**src/rtl/mpq_pkg.sv**
```systemverilog
// mpq_pkg: definitions shared by the max-priority-queue block and its command
// sequencer.
//   - command codes (cmd_code_t, CMD_*)
//   - sequencer state encoding (seq_state_e)
//   - command word layout for the default data width (cmd_word_t)
//   - is_legal_cmd(): true for codes the queue understands
package mpq_pkg;

  typedef logic [2:0] cmd_code_t;

  localparam cmd_code_t CMD_BUILD    = 3'd0;
  localparam cmd_code_t CMD_EXTRACT  = 3'd1;
  localparam cmd_code_t CMD_INCREASE = 3'd2;
  localparam cmd_code_t CMD_INSERT   = 3'd3;
  localparam cmd_code_t CMD_WRITE    = 3'd4;

  localparam int MPQ_DATA_WIDTH = 8;

  typedef enum logic [2:0] {
    ST_LOAD        = 3'd0,
    ST_WAIT_IDLE   = 3'd1,
    ST_ISSUE       = 3'd2,
    ST_WAIT_ACCEPT = 3'd3,
    ST_WAIT_DONE   = 3'd4,
    ST_FINISH      = 3'd5
  } seq_state_e;

  typedef struct packed {
    cmd_code_t                 cmd;
    logic [7:0]                index;
    logic [MPQ_DATA_WIDTH-1:0] value;
  } cmd_word_t;

  // Codes above CMD_WRITE are not understood by the queue.
  function automatic logic is_legal_cmd(input cmd_code_t code);
    return (code <= CMD_WRITE);
  endfunction

endpackage

```
**src/rtl/mpq_cmd_sequencer_if.sv**
```systemverilog
// mpq_cmd_sequencer_if: sequencer <-> max-priority-queue bus.
//   data_valid/data       : load-burst words towards the queue
//   cmd_valid/cmd/index/value : one-cycle command strobe and its operands
//   busy                  : queue is processing a command
//   done                  : queue finished its write-RAM sequence
// master = sequencer side, slave = queue side.
interface mpq_cmd_sequencer_if
  import mpq_pkg::*;
#(
  parameter int DATA_WIDTH = 8
);
  logic                  data_valid;
  logic [DATA_WIDTH-1:0] data;
  logic                  cmd_valid;
  cmd_code_t             cmd;
  logic [7:0]            index;
  logic [DATA_WIDTH-1:0] value;
  logic                  busy;
  logic                  done;

  modport master (
    output data_valid, data, cmd_valid, cmd, index, value,
    input  busy, done
  );

  modport slave (
    input  data_valid, data, cmd_valid, cmd, index, value,
    output busy, done
  );
endinterface

```
**src/rtl/mpq_cmd_fifo.sv**
```systemverilog
// mpq_cmd_fifo: synchronous show-ahead FIFO holding pending command words.
//   clk, rst      : clock, synchronous active-high reset (flushes the FIFO)
//   push, wr_data : write request/word (ignored when full)
//   pop, rd_data  : read request (ignored when empty); rd_data is the head word
//   full, empty   : flags derived from the registered occupancy count
module mpq_cmd_fifo #(
  parameter int WIDTH = 19,
  parameter int DEPTH = 8
) (
  input  logic             clk,
  input  logic             rst,
  input  logic             push,
  input  logic [WIDTH-1:0] wr_data,
  input  logic             pop,
  output logic [WIDTH-1:0] rd_data,
  output logic             full,
  output logic             empty
);
  localparam int AW = $clog2(DEPTH);

  logic [WIDTH-1:0] mem_r [DEPTH];
  logic [AW-1:0]    wr_ptr_r;
  logic [AW-1:0]    rd_ptr_r;
  logic [AW:0]      count_r;
  logic             do_push_s;
  logic             do_pop_s;

  assign full    = (count_r == (AW + 1)'(DEPTH));
  assign empty   = (count_r == {(AW + 1){1'b0}});
  assign rd_data = mem_r[rd_ptr_r];

  // Qualify requests against the flags so over/underflow can never occur.
  always_comb begin
    do_push_s = push & ~full;
    do_pop_s  = pop & ~empty;
  end

  // Storage array; data words need no reset.
  always_ff @(posedge clk) begin
    if (do_push_s) begin
      mem_r[wr_ptr_r] <= wr_data;
    end
  end

  // Pointers and occupancy count.
  always_ff @(posedge clk) begin
    if (rst) begin
      wr_ptr_r <= {AW{1'b0}};
      rd_ptr_r <= {AW{1'b0}};
      count_r  <= {(AW + 1){1'b0}};
    end else begin
      if (do_push_s) begin
        wr_ptr_r <= wr_ptr_r + AW'(1);
      end
      if (do_pop_s) begin
        rd_ptr_r <= rd_ptr_r + AW'(1);
      end
      case ({do_push_s, do_pop_s})
        2'b10:   count_r <= count_r + (AW + 1)'(1);
        2'b01:   count_r <= count_r - (AW + 1)'(1);
        default: count_r <= count_r;
      endcase
    end
  end
endmodule

```
**src/rtl/mpq_cmd_sequencer.sv**
```systemverilog
// mpq_cmd_sequencer: upstream driver for the max-priority queue.
// Forwards the initial host data burst, buffers host commands and issues them
// one at a time under the queue's busy handshake, then waits for the queue's
// write-RAM completion.
//   clk, rst             : clock, synchronous active-high reset
//   host_data_valid/data : load-burst words from the host
//   host_cmd_valid/cmd/index/value, host_cmd_ready : command push handshake
//   q (master)           : queue bus (data, command strobe, busy, done)
//   all_done             : sticky, write-RAM sequence finished
//   err                  : sticky {timeout, bad_cmd, overflow}
module mpq_cmd_sequencer
  import mpq_pkg::*;
#(
  parameter int DATA_WIDTH     = 8,
  parameter int FIFO_DEPTH     = 8,
  parameter int MAX_DATA       = 32,
  parameter int ACCEPT_TIMEOUT = 15
) (
  input  logic                  clk,
  input  logic                  rst,
  input  logic                  host_data_valid,
  input  logic [DATA_WIDTH-1:0] host_data,
  input  logic                  host_cmd_valid,
  input  cmd_code_t             host_cmd,
  input  logic [7:0]            host_index,
  input  logic [DATA_WIDTH-1:0] host_value,
  output logic                  host_cmd_ready,
  mpq_cmd_sequencer_if.master   q,
  output logic                  all_done,
  output logic [2:0]            err
);
  localparam int WORD_W = 3 + 8 + DATA_WIDTH;
  localparam int CNT_W  = $clog2(MAX_DATA + 1);

  seq_state_e            state_r;
  logic [CNT_W-1:0]      count_r;
  logic [3:0]            tmo_r;
  logic                  data_valid_r;
  logic [DATA_WIDTH-1:0] data_r;
  logic                  cmd_valid_r;
  cmd_code_t             cmd_r;
  logic [7:0]            index_r;
  logic [DATA_WIDTH-1:0] value_r;
  logic                  all_done_r;
  logic [2:0]            err_r;

  logic                  accept_s;
  logic                  push_s;
  logic                  pop_s;
  logic                  fifo_full_s;
  logic                  fifo_empty_s;
  logic [WORD_W-1:0]     head_s;

  // Ready is built only from registered state, so it reflects the FIFO level
  // at the start of the cycle; FINISH freezes the FIFO.
  assign host_cmd_ready = ~fifo_full_s & (state_r != ST_FINISH);

  assign q.data_valid = data_valid_r;
  assign q.data       = data_r;
  assign q.cmd_valid  = cmd_valid_r;
  assign q.cmd        = cmd_r;
  assign q.index      = index_r;
  assign q.value      = value_r;
  assign all_done     = all_done_r;
  assign err          = err_r;

  // Push qualification (illegal codes are consumed but never stored) and pop.
  always_comb begin
    accept_s = host_cmd_valid & host_cmd_ready;
    if (accept_s && is_legal_cmd(host_cmd)) begin
      push_s = 1'b1;
    end else begin
      push_s = 1'b0;
    end
    if ((state_r == ST_WAIT_IDLE) && !q.busy && !fifo_empty_s) begin
      pop_s = 1'b1;
    end else begin
      pop_s = 1'b0;
    end
  end

  mpq_cmd_fifo #(
    .WIDTH (WORD_W),
    .DEPTH (FIFO_DEPTH)
  ) u_fifo (
    .clk     (clk),
    .rst     (rst),
    .push    (push_s),
    .wr_data ({host_cmd, host_index, host_value}),
    .pop     (pop_s),
    .rd_data (head_s),
    .full    (fifo_full_s),
    .empty   (fifo_empty_s)
  );

  // Sequencer FSM with all queue-facing outputs registered.
  always_ff @(posedge clk) begin
    if (rst) begin
      state_r      <= ST_LOAD;
      count_r      <= {CNT_W{1'b0}};
      tmo_r        <= 4'd0;
      data_valid_r <= 1'b0;
      data_r       <= {DATA_WIDTH{1'b0}};
      cmd_valid_r  <= 1'b0;
      cmd_r        <= CMD_BUILD;
      index_r      <= 8'd0;
      value_r      <= {DATA_WIDTH{1'b0}};
      all_done_r   <= 1'b0;
      err_r        <= 3'b000;
    end else begin
      data_valid_r <= 1'b0;
      cmd_valid_r  <= 1'b0;
      if (accept_s && !is_legal_cmd(host_cmd)) begin
        err_r[1] <= 1'b1;
      end
      case (state_r)
        ST_LOAD: begin
          if (host_data_valid) begin
            if (count_r < CNT_W'(MAX_DATA)) begin
              data_r       <= host_data;
              data_valid_r <= 1'b1;
              count_r      <= count_r + CNT_W'(1);
            end else begin
              err_r[0] <= 1'b1;
            end
          end else if (count_r != {CNT_W{1'b0}}) begin
            state_r <= ST_WAIT_IDLE;
          end
        end
        ST_WAIT_IDLE: begin
          if (pop_s) begin
            {cmd_r, index_r, value_r} <= head_s;
            cmd_valid_r               <= 1'b1;
            state_r                   <= ST_ISSUE;
          end
        end
        ST_ISSUE: begin
          // Counter holds the ordinal of the current WAIT_ACCEPT cycle.
          tmo_r   <= 4'd1;
          state_r <= ST_WAIT_ACCEPT;
        end
        ST_WAIT_ACCEPT: begin
          if (q.busy) begin
            state_r <= (cmd_r == CMD_WRITE) ? ST_WAIT_DONE : ST_WAIT_IDLE;
          end else if (tmo_r == 4'(ACCEPT_TIMEOUT)) begin
            err_r[2] <= 1'b1;
            state_r  <= ST_WAIT_IDLE;
          end else begin
            tmo_r <= tmo_r + 4'd1;
          end
        end
        ST_WAIT_DONE: begin
          if (q.done) begin
            all_done_r <= 1'b1;
            state_r    <= ST_FINISH;
          end
        end
        ST_FINISH: begin
          state_r <= ST_FINISH;
        end
        default: begin
          state_r <= ST_LOAD;
        end
      endcase
    end
  end
endmodule

```
**src/flat_wrapper.sv**
```systemverilog
// flat-port wrapper written by rule: the top's interface ports become plain ports
module mpq_cmd_sequencer_flat import mpq_pkg::*;
#(
  parameter int DATA_WIDTH     = 8,
  parameter int FIFO_DEPTH     = 8,
  parameter int MAX_DATA       = 32,
  parameter int ACCEPT_TIMEOUT = 15
)
  (clk, rst, host_data_valid, host_data, host_cmd_valid, host_cmd, host_index, host_value, host_cmd_ready, all_done, err, q_data_valid, q_data, q_cmd_valid, q_cmd, q_index, q_value, q_busy, q_done);
  mpq_cmd_sequencer_if #(.DATA_WIDTH(DATA_WIDTH)) q_i ();
  input  logic clk;
  input  logic rst;
  input  logic host_data_valid;
  input  logic [DATA_WIDTH-1:0] host_data;
  input  logic host_cmd_valid;
  input  cmd_code_t host_cmd;
  input  logic [7:0] host_index;
  input  logic [DATA_WIDTH-1:0] host_value;
  output logic host_cmd_ready;
  output logic all_done;
  output logic [2:0] err;
  output wire logic [$bits(q_i.data_valid)-1:0] q_data_valid;
  output wire logic [$bits(q_i.data)-1:0] q_data;
  output wire logic [$bits(q_i.cmd_valid)-1:0] q_cmd_valid;
  output wire logic [$bits(q_i.cmd)-1:0] q_cmd;
  output wire logic [$bits(q_i.index)-1:0] q_index;
  output wire logic [$bits(q_i.value)-1:0] q_value;
  input wire logic [$bits(q_i.busy)-1:0] q_busy;
  input wire logic [$bits(q_i.done)-1:0] q_done;
  assign q_data_valid = q_i.data_valid;
  assign q_data = q_i.data;
  assign q_cmd_valid = q_i.cmd_valid;
  assign q_cmd = q_i.cmd;
  assign q_index = q_i.index;
  assign q_value = q_i.value;
  assign q_i.busy = q_busy;
  assign q_i.done = q_done;
  mpq_cmd_sequencer #(.DATA_WIDTH(DATA_WIDTH), .FIFO_DEPTH(FIFO_DEPTH), .MAX_DATA(MAX_DATA), .ACCEPT_TIMEOUT(ACCEPT_TIMEOUT)) u_core (.clk(clk), .rst(rst), .host_data_valid(host_data_valid), .host_data(host_data), .host_cmd_valid(host_cmd_valid), .host_cmd(host_cmd), .host_index(host_index), .host_value(host_value), .host_cmd_ready(host_cmd_ready), .q(q_i), .all_done(all_done), .err(err));
endmodule
```
**config.mk**
```make
export PLATFORM = sky130hd
export DESIGN_NAME = mpq_cmd_sequencer_flat
export DESIGN_NICKNAME = d
export VERILOG_FILES = /design/src/rtl/mpq_pkg.sv /design/src/rtl/mpq_cmd_sequencer_if.sv /design/src/rtl/mpq_cmd_fifo.sv /design/src/rtl/mpq_cmd_sequencer.sv /design/src/flat_wrapper.sv
export SDC_FILE = /design/constraint.sdc
export NUM_CORES = 1
export LEC_CHECK = 0
export CAP_MARGIN = 20
export CORE_MARGIN = 2
export CORE_UTILIZATION = 45
export DETAILED_ROUTE_END_ITERATION = 16
export HOLD_SLACK_MARGIN = 0.02
export PLACE_DENSITY_LB_ADDON = 0.12
export SLEW_MARGIN = 15
export SYNTH_ARGS = -nofsm -noshare
export SYNTH_HDL_FRONTEND = slang
export SYNTH_HIERARCHICAL = 1
export SYNTH_SLANG_ARGS = --single-unit
export TNS_END_PERCENT = 50
```
**constraint.sdc**
```tcl
create_clock -name clk -period 9.9 [get_ports clk]
set_input_delay 1.98 -clock clk [delete_from_list [all_inputs] [get_ports clk]]
set_output_delay 1.98 -clock clk [all_outputs]
set_load 0.05 [all_outputs]
```
==> metrics.md <==
| Metric | Value |
|---|---|
| Status | `completed` |
| Remaining DRCs | `0` |
| DRT iter0 DRCs | `~200` |
| Crit path launch type | `primary input` |
| DP HPWL | `between 9000 and 10000 µm` |
| CP arrival | `5300 ps` |
| Root Buffer | `clkbuf_16` |
| Postcts setup bufs | `0` |
| # H-tree levels | `1` |
| DR vias | `between 4k and 5k` |
| Synth top area share | `0.549` |
| Pwr Density | `~200 mW/mm²` |
| Mean post-synth cell area | `16.2 µm²` |
| Ys Warns | `6` |
| FP Rows | `49` |
| Vias in the first global route | `4574` |
| Layout cell share with drive strength beyond 1 | `0.213` |
| Pre-Repair DR Iteration Count | `4` |
| Drt via density | `between 5 and 6` |
| Final Power | `2.01 mW` |
| Clock Pin Slew Worst Setup and Hold Paths | `approximately 60 ps` |
| Class of the worst hold path | `reg2reg` |
| Clk_skew | `17.3 ps` |
| Slew of the pin with the lowest slew margin | `about 1100 ps` |
| Final setup viols | `0` |
| Port-buffer cells | `66` |
| Sum Neg Setup Slack | `0 ps` |
| Net Count, Synth | `553` |
| Post-DR wirelength/cell | `19.2 µm` |
| Seq/Total Area, Yosys | `0.691` |
| Die H | `approximately 140 µm` |
| FMAX | `around 0.21 GHz` |
| Final min period | `just under 5000 ps` |
| Initial antenna violation count | `0` |
| Largest net degree at the start of global routing | `60` |
| Post-cts gate resize count | `0` |
| Slew HR | `0.285` |
| Post-synth top flop | `edfxtp_1` |
| Worst EP required | `10330 ps` |
| Synth Register Bits | `211` |
| Peak supply drop | `167 µV` |
| Post-synth EDFFs | `152` |
| Crit-path max FO | `21` |
| Grt ovf | `0` |
| Initial Utilization | `0.461` |
| Static Leak | `3.29 nW` |
| Synth Instances | `512` |
| Tcrit/Tclk final | `0.492` |
| Die ar. | `0.0196 mm²` |
| Number of antenna diodes | `0` |
| Commonest cells in the netlist | `edfxtp_1, dfxtp_1, nand2_1` |
| Area Growth Syn to Fin | `20.3%` |
| Area leader, netlist | `edfxtp_1` |
| Floorplan core area | `around 0.018 mm²` |
| Cell with the most instances after synthesis | `edfxtp_1` |
| Kind of critical path | `in2reg` |
| Final #Nets | `between 600 and 700` |
| Later-pin clock latency in the skew report | `roughly 510 ps` |
| Clk buf depth | `3` |
| Netlist cell types | `55` |
| Max_cap viols | `0` |
| RD Place Congestion | `0.770` |
| Area contributors post-synth | `edfxtp_1, dfxtp_1, mux4_2, mux2_2, a21oi_1` |
| Final Max Tran Viols | `0` |
| Syn Std Cell Area | `slightly above 0.008 mm²` |
| Worst setup EP type | `flip-flop` |
| RSZ-0062 raised after global routing | `no` |
| Total CTS buffers | `23` |
| Endpoints failing hold | `0` |
| # clock sinks | `211` |
| Io pins | `67` |
| Synth async-reset ratio | `0` |
| Detail Route Antenna Nets | `0` |
| CTS tree | `done` |
| GRT Util Overall | `0.166` |
| WL final | `16000 µm` |
| Chip Width | `140 µm` |
| CTS hold repair buffers | `0` |
| First-pass GRT wire length | `25300 µm` |
==> final timing paths <==
path | from | to | slack [ps] | depth (start not counted)
hold reg to reg | u_core/q.value[2]$_SDFFE_PP0P_ | u_core/q.value[2]$_SDFFE_PP0P_ | 470 | 2
setup reg to reg | u_core/state_r[0]$_SDFFE_PP0P_ | u_core/u_fifo/count_r[2]$_SDFFE_PP0P_ | 6470 | 12
setup / recovery | q_busy | u_core/u_fifo/count_r[2]$_SDFFE_PP0P_ | 5030 | 13
hold / removal | u_core/q.value[2]$_SDFFE_PP0P_ | u_core/q.value[2]$_SDFFE_PP0P_ | 470 | 2
==> stage by stage <==
stage / util / instances / setup slack [ps] / hold slack, ps / area (µm²)
4_1_cts: 0.554 / 834 / 5020 / 469 / 9980
3_3_place_gp: 0.511 / 792 / 4610 / 450 / 9220
3_5_place_dp: 0.512 / 793 / 4500 / 460 / 9230
6_report: 0.555 / 836 / 5030 / 469 / 10000
2_1_floorplan: - / 512 / 4920 / 460 / 8320
5_1_grt: 0.555 / 836 / 4840 / 492 / 10000
==> critical path: stages <==
cell and delay [ps]:
clkdlybuf4s50_1 500, nand2b_1 180, or4_1 400, buf_4 230
inv_2 320, o41a_1 340, ha_1 320, xor2_1 190
ha_1 170, a21oi_1 50, xor2_1 170, or3_1 310
a21oi_1 130
==> kinds of logic (layout without fill, tap and decap cells) <==
kind of cell | after synthesis | in the layout | share of synthesized area
AO/OA/AOI/OAI | 47 | 47 | 0.0326
AND/OR/NAND/NOR | 132 | 132 | 0.0839
flip-flops | 211 | 211 | 0.691
adder cells (fa/ha/maj) | 8 | 8 | 0.0120
XOR/XNOR | 13 | 13 | 0.0146
multiplexers | 69 | 69 | 0.144
buffers and inverters | 32 | 127 | 0.0221
==> flip-flops by register name, indices dropped and copies added (netlist names), named ones only <==
register                count
u_core/all_done             1
u_core/count_r              6
u_core/err                  3
u_core/q.cmd                3
u_core/q.cmd_valid          1
u_core/q.data               8
u_core/q.data_valid         1
u_core/q.index              8
u_core/q.value              8
u_core/state_r              3
u_core/tmo_r                4
u_core/u_fifo/count_r       4
u_core/u_fifo/mem_r       152
u_core/u_fifo/rd_ptr_r      3
u_core/u_fifo/wr_ptr_r      3
==> cells in the final DEF (no fill, tap or decap), drive strengths merged, types with 4 or more instances in the layout <==
master and instances:
inv 7, nor2 36, nand2 45, nand4 4
nor3 6, clkdlybuf4s50 65, dfxtp 59, mux2 21
buf 15, mux4 38, mux2i 10, nand3 9
nor2b 7, a21oi 34, clkinv 12, nand2b 5
edfxtp 152, xor2 11, ha 8, clkbuf 24
==> layer usage <==
metal	up-vias	part of all wire	routed length, µm	track usage
met3	32	0.051	819	0.0342
met1	2242	0.44	6990	0.223
met5	-	0	0	0
met2	104	0.49	7820	0.275
li1	2113	-	-	-
met4	0	0.026	419	0.0505
==> final cells by class <==
cell class	count	area (µm²)
fill	1468	8020
sequential	211	5750
multi-input combinational	269	2420
timing repair buffer	80	777
clock buffer	24	579
tap	229	287
clock inverter	17	171
inverter	6	22.5
==> where the power goes <==
group | internal, mW | leakage [nW] | switching [mW]
Clock | 0.504 | 0.372 | 0.333
Sequential | 0.973 | 1.85 | 0.0232
Combinational | 0.0743 | 1.06 | 0.106
Note: power is estimated with default switching activity, not from simulation.
